`src/rtl/draw_pkg.sv`:
```
// Shared types for the draw scheduler: screen limits, pixel fields and FSM states.
package draw_pkg;

  localparam int SCREEN_W = 160;
  localparam int SCREEN_H = 120;

  typedef logic [7:0] x_t;
  typedef logic [6:0] y_t;
  typedef logic [2:0] colour_t;

  typedef struct packed {
    x_t      x;
    y_t      y;
    colour_t colour;
    logic    plot;
  } pix_t;

  localparam x_t X_LIM = x_t'(SCREEN_W);
  localparam y_t Y_LIM = y_t'(SCREEN_H);

  typedef enum logic [2:0] {
    S_IDLE     = 3'd0,
    S_FILL     = 3'd1,
    S_FILL_REL = 3'd2,
    S_CIRC     = 3'd3,
    S_CIRC_REL = 3'd4,
    S_DONE     = 3'd5
  } state_t;

endpackage

```
`src/rtl/plot_mux.sv`:
```
// Zero-latency pixel port select between fill and circle engines.
// Optional off-screen plot suppression when DRAW_SCHEDULER_CLIP_EN is defined.
module plot_mux
  import draw_pkg::*;
(
  input  logic i_sel_fill,
  input  logic i_sel_circ,
  input  pix_t i_fill,
  input  pix_t i_circ,
  output pix_t o_pix
);

  pix_t w_sel;

  always_comb begin
    w_sel = '0;
    if (i_sel_fill)      w_sel = i_fill;
    else if (i_sel_circ) w_sel = i_circ;
  end

`ifdef DRAW_SCHEDULER_CLIP_EN
  always_comb begin
    o_pix      = w_sel;
    // coordinates still pass through so the adapter sees what the engine drove
    o_pix.plot = w_sel.plot && (w_sel.x < X_LIM) && (w_sel.y < Y_LIM);
  end
`else
  assign o_pix = w_sel;
`endif

endmodule

```
`src/rtl/draw_scheduler.sv`:
```
// Sequences an optional screen fill then a circle draw, sharing one VGA pixel port.
// Build option: DRAW_SCHEDULER_CLIP_EN suppresses plots outside the screen.
module draw_scheduler
  import draw_pkg::*;
(
  input  logic       clk,
  input  logic       rst_n,
  input  logic       start,
  input  logic       clear_en,
  output logic       done,
  output logic       fill_start,
  input  logic       fill_done,
  input  logic [7:0] fill_x,
  input  logic [6:0] fill_y,
  input  logic [2:0] fill_colour,
  input  logic       fill_plot,
  output logic       circ_start,
  input  logic       circ_done,
  input  logic [7:0] circ_x,
  input  logic [6:0] circ_y,
  input  logic [2:0] circ_colour,
  input  logic       circ_plot,
  output logic [7:0] vga_x,
  output logic [6:0] vga_y,
  output logic [2:0] vga_colour,
  output logic       vga_plot
);

  state_t r_state, w_next;
  logic   r_clear_en;
  pix_t   w_fill, w_circ, w_vga;

  always_comb begin
    w_next = r_state;
    case (r_state)
      S_IDLE:     if (start)      w_next = clear_en ? S_FILL : S_CIRC;
      S_FILL:     if (fill_done)  w_next = S_FILL_REL;
      S_FILL_REL: if (!fill_done) w_next = S_CIRC;
      S_CIRC:     if (circ_done)  w_next = S_CIRC_REL;
      S_CIRC_REL: if (!circ_done) w_next = S_DONE;
      S_DONE:     if (!start)     w_next = S_IDLE;
      default:                    w_next = S_IDLE;
    endcase
  end

  always_ff @(posedge clk or negedge rst_n) begin
    if (!rst_n) begin
      r_state    <= S_IDLE;
      r_clear_en <= 1'b0;
    end else begin
      r_state <= w_next;
      if (r_state == S_IDLE && start) r_clear_en <= clear_en;
    end
  end

  // fill only runs in a sequence that asked for it
  assign fill_start = (r_state == S_FILL) && r_clear_en;
  assign circ_start = (r_state == S_CIRC);
  assign done       = (r_state == S_DONE);

  assign w_fill = '{x: fill_x, y: fill_y, colour: fill_colour, plot: fill_plot};
  assign w_circ = '{x: circ_x, y: circ_y, colour: circ_colour, plot: circ_plot};

  plot_mux u_plot_mux (
    .i_sel_fill (fill_start),
    .i_sel_circ (circ_start),
    .i_fill     (w_fill),
    .i_circ     (w_circ),
    .o_pix      (w_vga)
  );

  assign vga_x      = w_vga.x;
  assign vga_y      = w_vga.y;
  assign vga_colour = w_vga.colour;
  assign vga_plot   = w_vga.plot;

endmodule

```
`config.mk`:
```
export PLATFORM = sky130hd
export DESIGN_NAME = draw_scheduler
export DESIGN_NICKNAME = d
export VERILOG_FILES = /design/src/rtl/draw_pkg.sv /design/src/rtl/plot_mux.sv /design/src/rtl/draw_scheduler.sv
export SDC_FILE = /design/constraint.sdc
export NUM_CORES = 1
export LEC_CHECK = 0
export BUFFER_PORTS_ARGS = -buffer_cell sky130_fd_sc_hd__buf_2
export CORE_MARGIN = 10
export CORE_UTILIZATION = 31
export DETAILED_ROUTE_END_ITERATION = 12
export PLACE_DENSITY_LB_ADDON = 0.2
export REMOVE_ABC_BUFFERS = 1
export SYNTH_ARGS = -nofsm -noshare
export SYNTH_HDL_FRONTEND = slang
export SYNTH_HIERARCHICAL = 1
export SYNTH_SLANG_ARGS = --single-unit
```
`constraint.sdc`:
```
create_clock -name clk -period 2 [get_ports clk]
set_clock_uncertainty 0.2 [all_clocks]
set_input_delay 0.1 -clock clk [delete_from_list [all_inputs] [get_ports clk]]
set_output_delay 0.1 -clock clk [all_outputs]
set_load 0.005 [all_outputs]
```
==> results of run 1 <==
kinds of logic after synthesis:
logic type / count (synthesis) / synth area share (%)
buffers and inverters: 7 / 9.13
DFF: 4 / 19.8
muxes: 1 / 2.22
and+or+nand+nor: 21 / 24.2
AOI/OAI and AO/OA: 29 / 44.7
cells in the mapped netlist:
cell type | instances | area [sq um]
and3_1 | 1 | 6.26
nor3b_1 | 2 | 15.0
o21ai_0 | 2 | 10.0
o31ai_1 | 1 | 7.51
nor2b_1 | 3 | 18.8
a21oi_1 | 2 | 10.0
and2b_1 | 1 | 7.51
a31oi_1 | 1 | 6.26
mux2_2 | 1 | 11.3
o21ai_1 | 2 | 10.0
dfrtp_1 | 4 | 100
a22o_1 | 17 | 149
buf_2 | 4 | 20.0
inv_2 | 1 | 3.75
or4_1 | 1 | 7.51
nand2_1 | 8 | 30.0
a211oi_1 | 1 | 7.51
o211a_1 | 1 | 10.0
nand2b_1 | 2 | 12.5
or2b_1 | 1 | 7.51
o32ai_1 | 1 | 8.76
nor4b_1 | 1 | 8.76
buf_6 | 2 | 22.5
o211ai_1 | 1 | 7.51
nor2b_2 | 1 | 8.76
stage by stage:
stage	utilization, %	instances	TNS (ns)
finish	63.4	151	0
global route	63.4	151	0
CTS	61.7	149	0
detailed placement	56.2	141	0
global placement	56.2	141	0
floorplan	-	56	-17.20
routing by layer:
metal	vias up	GRT usage, %	wire [microns]
met5	-	0	0
met4	0	4.39	6
met3	4	5.64	248
met2	50	19.9	1300
met1	343	12.4	890
li1	389	-	-
state kept, by name (all words and copies together) (netlist names):
name,cells
r_state,3
r_clear_en,1
tightest hold or removal path, stage by stage:
cell and delay [ns]:
buf_2 0.12, nand2_1 0.11, o32ai_1 0.11
cell type report:
type / instances / area share [%]
Sequential cell: 4 / 10.5
Multi-Input combinational cell: 51 / 39.8
Inverter: 1 / 0.648
Tap cell: 16 / 2.07
Clock buffer: 3 / 2.33
Timing Repair Buffer: 76 / 44.7
worst min path at each step:
stage                   start         end  slack [ns]  cells past startpoint
finish              circ_done  r_state[2]        0.07                      3
detailed placement      rst_n  r_state[2]       -0.29                      1
CTS                 circ_done  r_state[2]        0.05                      3
floorplan               rst_n  r_clear_en       -0.40                      0
global route        circ_done  r_state[2]        0.09                      3
global placement        rst_n  r_state[1]       -0.30                      1
what timing repair did:
| action | 4_1_cts | 5_1_grt |
|---|---|---|
| hold buffers | 3 | 0 |
| pin swaps | 1 | 1 |
| setup endpoints to repair | 6 | 19 |
| gates resized for setup | 3 | 4 |
| buffers inserted | 2 | 2 |
| hold endpoints to repair | 5 | 0 |
power groups by stage:
| stage | Combinational, mW | Sequential, mW | Clock (mW) |
|---|---|---|---|
| final | 0.918 | 0.170 | 0.0969 |
| after global routing | 0.997 | 0.173 | 0.108 |
| after CTS | 0.869 | 0.160 | 0.103 |
| after detailed placement | 0.804 | 0.161 | 0 |
| after global placement | 0.795 | 0.160 | 0 |
| after floorplan | 0.402 | 0.183 | 0 |
==> flow_summary.json, run 1 <==
{
  "fp.dieW_microns": 60.4,
  "grt_setup_unrepaired": "false",
  "final_nets": 181,
  "cp-start-kind": "flop",
  "initial_core_util_pct": 33.3,
  "rows": 14,
  "hp-class": "input port to flop",
  "crit_fanout": 14,
  "hold_viol": 0,
  "intPower_mw": 0.680,
  "max_freq_ghz": 0.517,
  "grt_pass1_vias": 816,
  "p_per_area_nw_per_um2": 1230,
  "ys_ff_latch": 4,
  "clock_latency_ns": 0.23,
  "clk_pin_slew_ns": 0.03,
  "h-tree-depth": 1,
  "cts.sinks": 4,
  "post-place-ws_ns": 0.229,
  "combPwrFrac_pct": 77.5,
  "antenna_left": 0,
  "power_frac_clock_pct": 8.2,
  "setup_slack_ns": 0.0647,
  "syn2layout_area_growth_pct": 90.6,
  "register_area_sq_um": 101,
  "yosysUniqueCellTypes": 25,
  "period_minus_slack_ns": 1.94,
  "gp_congestion": 0.853,
  "n_antenna_cell": 0,
  "postSynthAreaPerCell_sq_um": 8.17,
  "end_kind": "primary output",
  "reg2reg_depth": 4,
  "yosys_warnings": 6,
  "slew_headroom_pct": 79.7,
  "drv_slew": 0,
  "synthCells": 62,
  "grt_overflow": 0,
  "ios": 66,
  "rrSetupSlack_ns": 0.36,
  "critPathArrivalTime_ns": 1.64,
  "worst_hold_slack_ns": 0.0713,
  "drt_iter0_drc": 29,
  "irDropWorstVdd_uv": 642,
  "slowest_delay_ns": 0.44,
  "fin_crit_sh_pct": 96.8,
  "drive_gt1_share_pct": 60.7,
  "clockRootBuffer": "clkbuf_4",
  "clock_path_buffers": 2,
  "max_cap_violations": 0,
  "setup_violations": 0,
  "cp_top_family": "flip-flops",
  "crit_buf_inv": 3,
  "required_ns": 1.70,
  "nFillCells": 143,
  "dieHeight_microns": 60.4,
  "first_pass_iters": 4,
  "cp_num_cells": 7,
  "p_switching_mw": 0.506,
  "coreArea_sq_um": 1520,
  "postLayoutCellArea_sq_um": 966,
  "r2r_start": "r_state[0]",
  "startpoint": "r_state[2]",
  "wire_per_inst_microns": 16.2,
  "power_leakage_nw": 0.547,
  "final_cell_mix": "65 x buf_2, 17 x a22o_1, 7 x nand2_1, 6 x buf_4",
  "outcome": "completed",
  "vias": 786,
  "drc": 0,
  "yosysSeqAreaShare_pct": 19.8,
  "cts_inserted_buffers": 3,
  "power.total_mw": 1.19,
  "finalWirelength_microns": 2450,
  "io_buffers": 65,
  "synth.cell_area_sq_um": 507,
  "die_area_sq_um": 3650,
  "path_class": "flop to primary output",
  "antenna_found_initial": 0,
  "grt_max_degree": 23,
  "pwr-share-seq_pct": 14.4,
  "worst_pin_slew_ns": 0.300,
  "regToRegEndpoint": "r_state[0]",
  "sw_frac_of_total_pct": 42.7,
  "crit_end": "vga_x[1]",
  "layout_commonest_cell": "buf_2",
  "vias_per_cell": 5.21,
  "multi_input_area_sq_um": 384,
  "cp_slowest_cell": "dfrtp_2",
  "dpl.hpwl_microns": 1990,
  "grt_pass1_wl_microns": 3440,
  "crit_chain": "inv_4, nand2_4, nor3b_4, nor2b_4, buf_12, a22o_1, buf_2",
  "cts_tree": "built",
  "global_route.usage.total_pct": 11.7,
  "post_dp_cell_area_sq_um": 857
}
No activity file was read; power rests on OpenSTA's default activity.
==> inputs of run 2 (changes only) <==
--- a/config.mk
+++ b/config.mk
@@ -7,7 +7,8 @@
 export LEC_CHECK = 0
 export BUFFER_PORTS_ARGS = -buffer_cell sky130_fd_sc_hd__buf_2
 export CORE_MARGIN = 10
-export CORE_UTILIZATION = 31
+export CORE_UTILIZATION = 28
+export CTS_BUF_LIST = sky130_fd_sc_hd__clkbuf_8 sky130_fd_sc_hd__clkbuf_16
 export DETAILED_ROUTE_END_ITERATION = 12
 export PLACE_DENSITY_LB_ADDON = 0.2
 export REMOVE_ABC_BUFFERS = 1
==> constraint.sdc (replaced) <==
create_clock -name clk -period 1.6 [get_ports clk]
set_clock_uncertainty 0.2 [all_clocks]
set_input_delay 0.08 -clock clk [delete_from_list [all_inputs] [get_ports clk]]
set_output_delay 0.08 -clock clk [all_outputs]
set_load 0.005 [all_outputs]
==> run 2 against run 1 <==
Compared with the run above:
- the run now ends with negative setup slack left
- worst hold slack lost 0.042 ns
- sequential power up 16%
- critical path type unchanged
- cell area is 23% higher
- global-route usage is 2.5 points higher
- critical endpoint is now vga_y[0]
==> flow_summary.json, run 2 (synthesis results as in run 1) <==
{
  "layout_commonest_cell": "buf_2",
  "vias": 870,
  "violations": "negative setup slack",
  "max_flop_register": "r_state",
  "worst_hold_slack_ns": 0.0289,
  "h-tree-depth": 1,
  "initial_core_util_pct": 29.3,
  "die_area_sq_um": 3910,
  "critPathArrivalTime_ns": 1.56,
  "irDropWorstVdd_uv": 1030,
  "hp-class": "input port to flop",
  "drc": 0,
  "drv_slew": 0,
  "largest_reg_flops": 3,
  "p_per_area_nw_per_um2": 1720,
  "slowest_delay_ns": 0.38,
  "path_class": "flop to primary output",
  "postLayoutCellArea_sq_um": 1190,
  "grt_pass1_wl_microns": 4500,
  "global_route.usage.total_pct": 14.2,
  "ios": 66,
  "finalWirelength_microns": 3050,
  "fp.dieW_microns": 62.5,
  "clk_pin_slew_ns": 0.04,
  "setup_slack_ns": -0.240,
  "max_cap_violations": 0,
  "crit_chain": "inv_2, nand2_2, nor3b_4, buf_6, nor2b_2, a22o_1, buf_2",
  "n_antenna_cell": 0,
  "gp_congestion": 0.777,
  "slew_headroom_pct": 83.7,
  "hold_depth": 3,
  "grt_setup_unrepaired": "true",
  "reg2reg_depth": 6,
  "period_minus_slack_ns": 1.84,
  "dieHeight_microns": 62.5,
  "worst_pin_slew_ns": 0.243,
  "power.total_mw": 2.05,
  "power_leakage_nw": 0.662,
  "grt_pass1_vias": 864,
  "cts.sinks": 4,
  "antenna_left": 0,
  "syn2layout_area_growth_pct": 135,
  "end_kind": "primary output",
  "cts_tree": "built",
  "r2r_start": "r_state[0]",
  "clockRootBuffer": "clkbuf_8",
  "clock_path_buffers": 2,
  "wire_per_inst_microns": 17.2,
  "final_nets": 198,
  "cp-start-kind": "flop",
  "cp_top_family": "buffers and inverters",
  "min_to": "r_state[2]",
  "rrSetupSlack_ns": -0.22,
  "reg_top3": "r_state (3), r_clear_en (1)",
  "required_ns": 1.32,
  "tns_ns": -4.41,
  "grt_max_degree": 9,
  "final_cell_mix": "65 x buf_2, 17 x a22o_1, 15 x buf_4, 6 x nand2_1, 5 x buf_6",
  "first_pass_iters": 4,
  "crit_fanout": 7,
  "drive_gt1_share_pct": 67.8,
  "drt_iter0_drc": 38,
  "vias_per_cell": 4.92,
  "rows": 15,
  "setup_violations": 23,
  "io_buffers": 65,
  "crit_buf_inv": 3,
  "hold_viol": 0,
  "outcome": "complete, but fails checks",
  "post_dp_cell_area_sq_um": 901,
  "antenna_found_initial": 0,
  "dpl.hpwl_microns": 2140,
  "fin_crit_sh_pct": 115,
  "coreArea_sq_um": 1730,
  "hp-start": "circ_done",
  "regToRegEndpoint": "r_state[0]",
  "clock_latency_ns": 0.23,
  "cts_inserted_buffers": 3,
  "cp_slowest_cell": "dfrtp_1",
  "grt_overflow": 0,
  "max_freq_ghz": 0.543
}
==> run 2: where the power goes <==
| part | internal [mW] | switching (mW) |
|---|---|---|
| sequential | 0.155 | 0.0418 |
| combinational | 0.917 | 0.714 |
| clock | 0.161 | 0.0627 |
==> run 2: cell type report <==
class | instances | area, sq um
clock buffer | 3 | 41.3
fill | 152 | 534
inverter | 1 | 3.75
multi-input combinational | 53 | 439
sequential | 4 | 100
tap | 25 | 31.3
timing repair buffer | 91 | 577
==> run 2: timing repair <==
action / 4_1_cts / 5_1_grt
gates resized for setup: 16 / 6
gates cloned: 4 / 0
endpoints found under the hold margin: 5 / 0
setup buffers: 7 / 4
hold buffers: 4 / 0
setup endpoints to repair: 22 / 23
pin swaps: 2 / 2
==> run 2: how the worst max path moves through the flow <==
stage | start | end | slack [ns] | cells after the start
after global placement | r_state[2] | vga_colour[0] | -0.17 | 5
after CTS | r_state[2] | vga_colour[0] | -0.17 | 7
after floorplan | r_state[2] | vga_colour[0] | -1.31 | 5
after global routing | r_state[2] | vga_y[0] | -0.31 | 7
after detailed placement | r_state[2] | vga_colour[0] | -0.20 | 5
final | r_state[2] | vga_y[0] | -0.24 | 7
==> run 2: layer usage <==
metal | wire, microns | global-route usage, % | vias up | share of wire (%)
met5 | 0 | 0 | - | 0
met4 | 45 | 4.19 | 0 | 1.5
met3 | 166 | 4.48 | 4 | 5.4
met2 | 1750 | 28.2 | 32 | 57
met1 | 1090 | 13.4 | 410 | 36
li1 | - | - | 424 | -
==> run 2: worst reg2reg max path, cell delays in order (launching register included) <==
cell and delay [ns]:
dfrtp_1 0.41, buf_4 0.16, buf_6 0.11, buf_4 0.13, and2b_1 0.17, or4_4 0.48, o21ai_2 0.08
==> run 2: through the flow <==
step | util [%] | setup WS, ns | std cells
2_1_floorplan | - | -1.31 | 56
3_3_place_gp | 52.2 | -0.170 | 156
3_5_place_dp | 52.2 | -0.196 | 156
4_1_cts | 66.0 | -0.169 | 173
5_1_grt | 69.1 | -0.305 | 177
6_report | 69.1 | -0.240 | 177
==> inputs of run 3 (changes only) <==
--- a/config.mk
+++ b/config.mk
@@ -11,6 +11,7 @@
 export CTS_BUF_LIST = sky130_fd_sc_hd__clkbuf_8 sky130_fd_sc_hd__clkbuf_16
 export DETAILED_ROUTE_END_ITERATION = 12
 export PLACE_DENSITY_LB_ADDON = 0.2
+export RECOVER_POWER = 25
 export REMOVE_ABC_BUFFERS = 1
 export SYNTH_ARGS = -nofsm -noshare
 export SYNTH_HDL_FRONTEND = slang
==> run 3 against run 2 <==
Compared with the run above:
- total power is essentially flat
- the flow still finishes with violations (negative setup slack)
- register-to-register slack barely moved
- non-clock buffer count unchanged
- critical endpoint unchanged
- cell area decreased by 0.10%
- die area is the same
- count of clock-buffer cells in the layout is the same
- core utilization fell by 0.072 points
- sequential share of layout area hardly changed
- worst setup slack hardly changed
- via count is 0.46% lower
==> flow_summary.json, run 3 (synthesis results as in run 1) <==
{
  "outcome": "complete, but fails checks",
  "violations": "negative setup slack",
  "reg_top3": "r_state (3), r_clear_en (1)",
  "post-place-ws_ns": -0.196,
  "max_freq_ghz": 0.544,
  "hp-class": "input port to flop",
  "p_per_area_nw_per_um2": 1720,
  "multi_input_area_sq_um": 439,
  "initial_core_util_pct": 29.3,
  "period_minus_slack_ns": 1.84,
  "setup_slack_ns": -0.240,
  "ios": 66,
  "max_cap_violations": 0,
  "clock_latency_ns": 0.23,
  "worst_pin_slew_ns": 0.244,
  "largest_reg_flops": 3,
  "fin_crit_sh_pct": 115,
  "grt_setup_unrepaired": "true",
  "dp_cells": 156,
  "end_kind": "primary output",
  "drt_iter0_drc": 38,
  "first_pass_iters": 4,
  "path_class": "flop to primary output",
  "n_antenna_cell": 0,
  "setup_violations": 23,
  "global_route.usage.total_pct": 14.2,
  "grt_pass1_vias": 864,
  "post-route-util_pct": 69.0,
  "vias": 866,
  "final_cell_mix": "64 x buf_2, 17 x a22o_1, 15 x buf_4, 6 x nand2_1, 5 x buf_6",
  "fp.dieW_microns": 62.5,
  "dpl.hpwl_microns": 2140,
  "fin_cells": 177,
  "critPathArrivalTime_ns": 1.56,
  "worst_hold_slack_ns": 0.0238,
  "cts_tree": "built",
  "wire_per_inst_microns": 17.2,
  "drv_slew": 0,
  "cp-start-kind": "flop",
  "clockRootBuffer": "clkbuf_8",
  "cts.sinks": 4,
  "grt_overflow": 0,
  "slowest_delay_ns": 0.38,
  "crit_chain": "inv_2, nand2_2, nor3b_4, buf_6, nor2b_2, a22o_1, buf_2",
  "cts_inserted_buffers": 3,
  "irDropWorstVdd_uv": 1030,
  "antenna_left": 0,
  "drive_gt1_share_pct": 67.1,
  "hold_viol": 0,
  "coreArea_sq_um": 1730,
  "h-tree-depth": 1,
  "final_nets": 198,
  "grt_pass1_wl_microns": 4500,
  "register_area_sq_um": 100,
  "required_ns": 1.32,
  "io_buffers": 65,
  "max_flop_register": "r_state",
  "syn2layout_area_growth_pct": 135,
  "vias_per_cell": 4.89,
  "nFillCells": 151,
  "cp_slowest_cell": "dfrtp_1",
  "layout_commonest_cell": "buf_2",
  "clk_pin_slew_ns": 0.04,
  "finalWirelength_microns": 3040,
  "die_area_sq_um": 3910,
  "drc": 0,
  "gp_congestion": 0.777,
  "clock_path_buffers": 2,
  "power.total_mw": 2.05,
  "antenna_found_initial": 0,
  "crit_fanout": 7,
  "rows": 15,
  "grt_max_degree": 9,
  "dieHeight_microns": 62.5,
  "power_leakage_nw": 0.660,
  "slew_headroom_pct": 83.7
}
[run 3: cell count changes in the layout (fill, tap and decap cells not counted)]
cell	delta
buf_2	-1
clkbuf_1	+1
[run 3: power breakdown]
| group | internal [mW] | switching [mW] | leakage, nW |
|---|---|---|---|
| clock network | 0.161 | 0.0625 | 0.0216 |
| registers | 0.155 | 0.0418 | 0.0496 |
| logic | 0.917 | 0.713 | 0.589 |
[run 3: path summary, 6_finish.rpt]
path | startpoint | slack (ns) | cells after the start | endpoint
worst max register to register | r_state[0] | -0.22 | 6 | r_state[0]
min in group asynchronous | rst_n | 0.57 | 3 | r_state[1]
worst min-delay path | circ_done | 0.02 | 3 | r_state[2]
worst min register to register | r_clear_en | 0.33 | 1 | r_clear_en
max in group asynchronous | rst_n | 0.49 | 3 | r_clear_en
worst max-delay path | r_state[2] | -0.24 | 7 | vga_y[0]
[run 3: area by class of cell]
class / instances / share of cell area (%)
sequential: 4 / 8.40
inverter: 1 / 0.315
timing repair buffer: 91 / 48.3
multi-input combinational: 53 / 36.9
tap: 25 / 2.63
clock buffer: 3 / 3.47
[run 3: timing repair]
action                                 CTS  global route
setup endpoints to repair               22            23
resized for setup                       16             6
hold buffers                             4             0
cloned                                   4             0
buffers inserted                         7             4
endpoints found under the hold margin    5             0
pin swaps                                2             2
[run 3: layer usage]
metal | GRT usage [%] | vias up | wire, microns
met5 | 0 | - | 0
met4 | 4.19 | 0 | 45
met3 | 4.48 | 4 | 159
met2 | 28.2 | 27 | 1750
met1 | 13.4 | 411 | 1080
li1 | - | 424 | -
[run 3: critical path, delay by kind of cell (launching register included)]
family,cells,cell delay [ns]
flip-flops,1,0.38
buffers and inverters,3,0.41
AND/OR/NAND/NOR,3,0.35
AO/OA/AOI/OAI,1,0.19
[run 3: stage by stage]
step | setup TNS [ns] | instance area (sq um)
after floorplan | -24.80 | 464
after global placement | -2.15 | 901
after detailed placement | -2.91 | 901
after CTS | -3.13 | 1140
after global routing | -5.94 | 1190
final | -4.41 | 1190
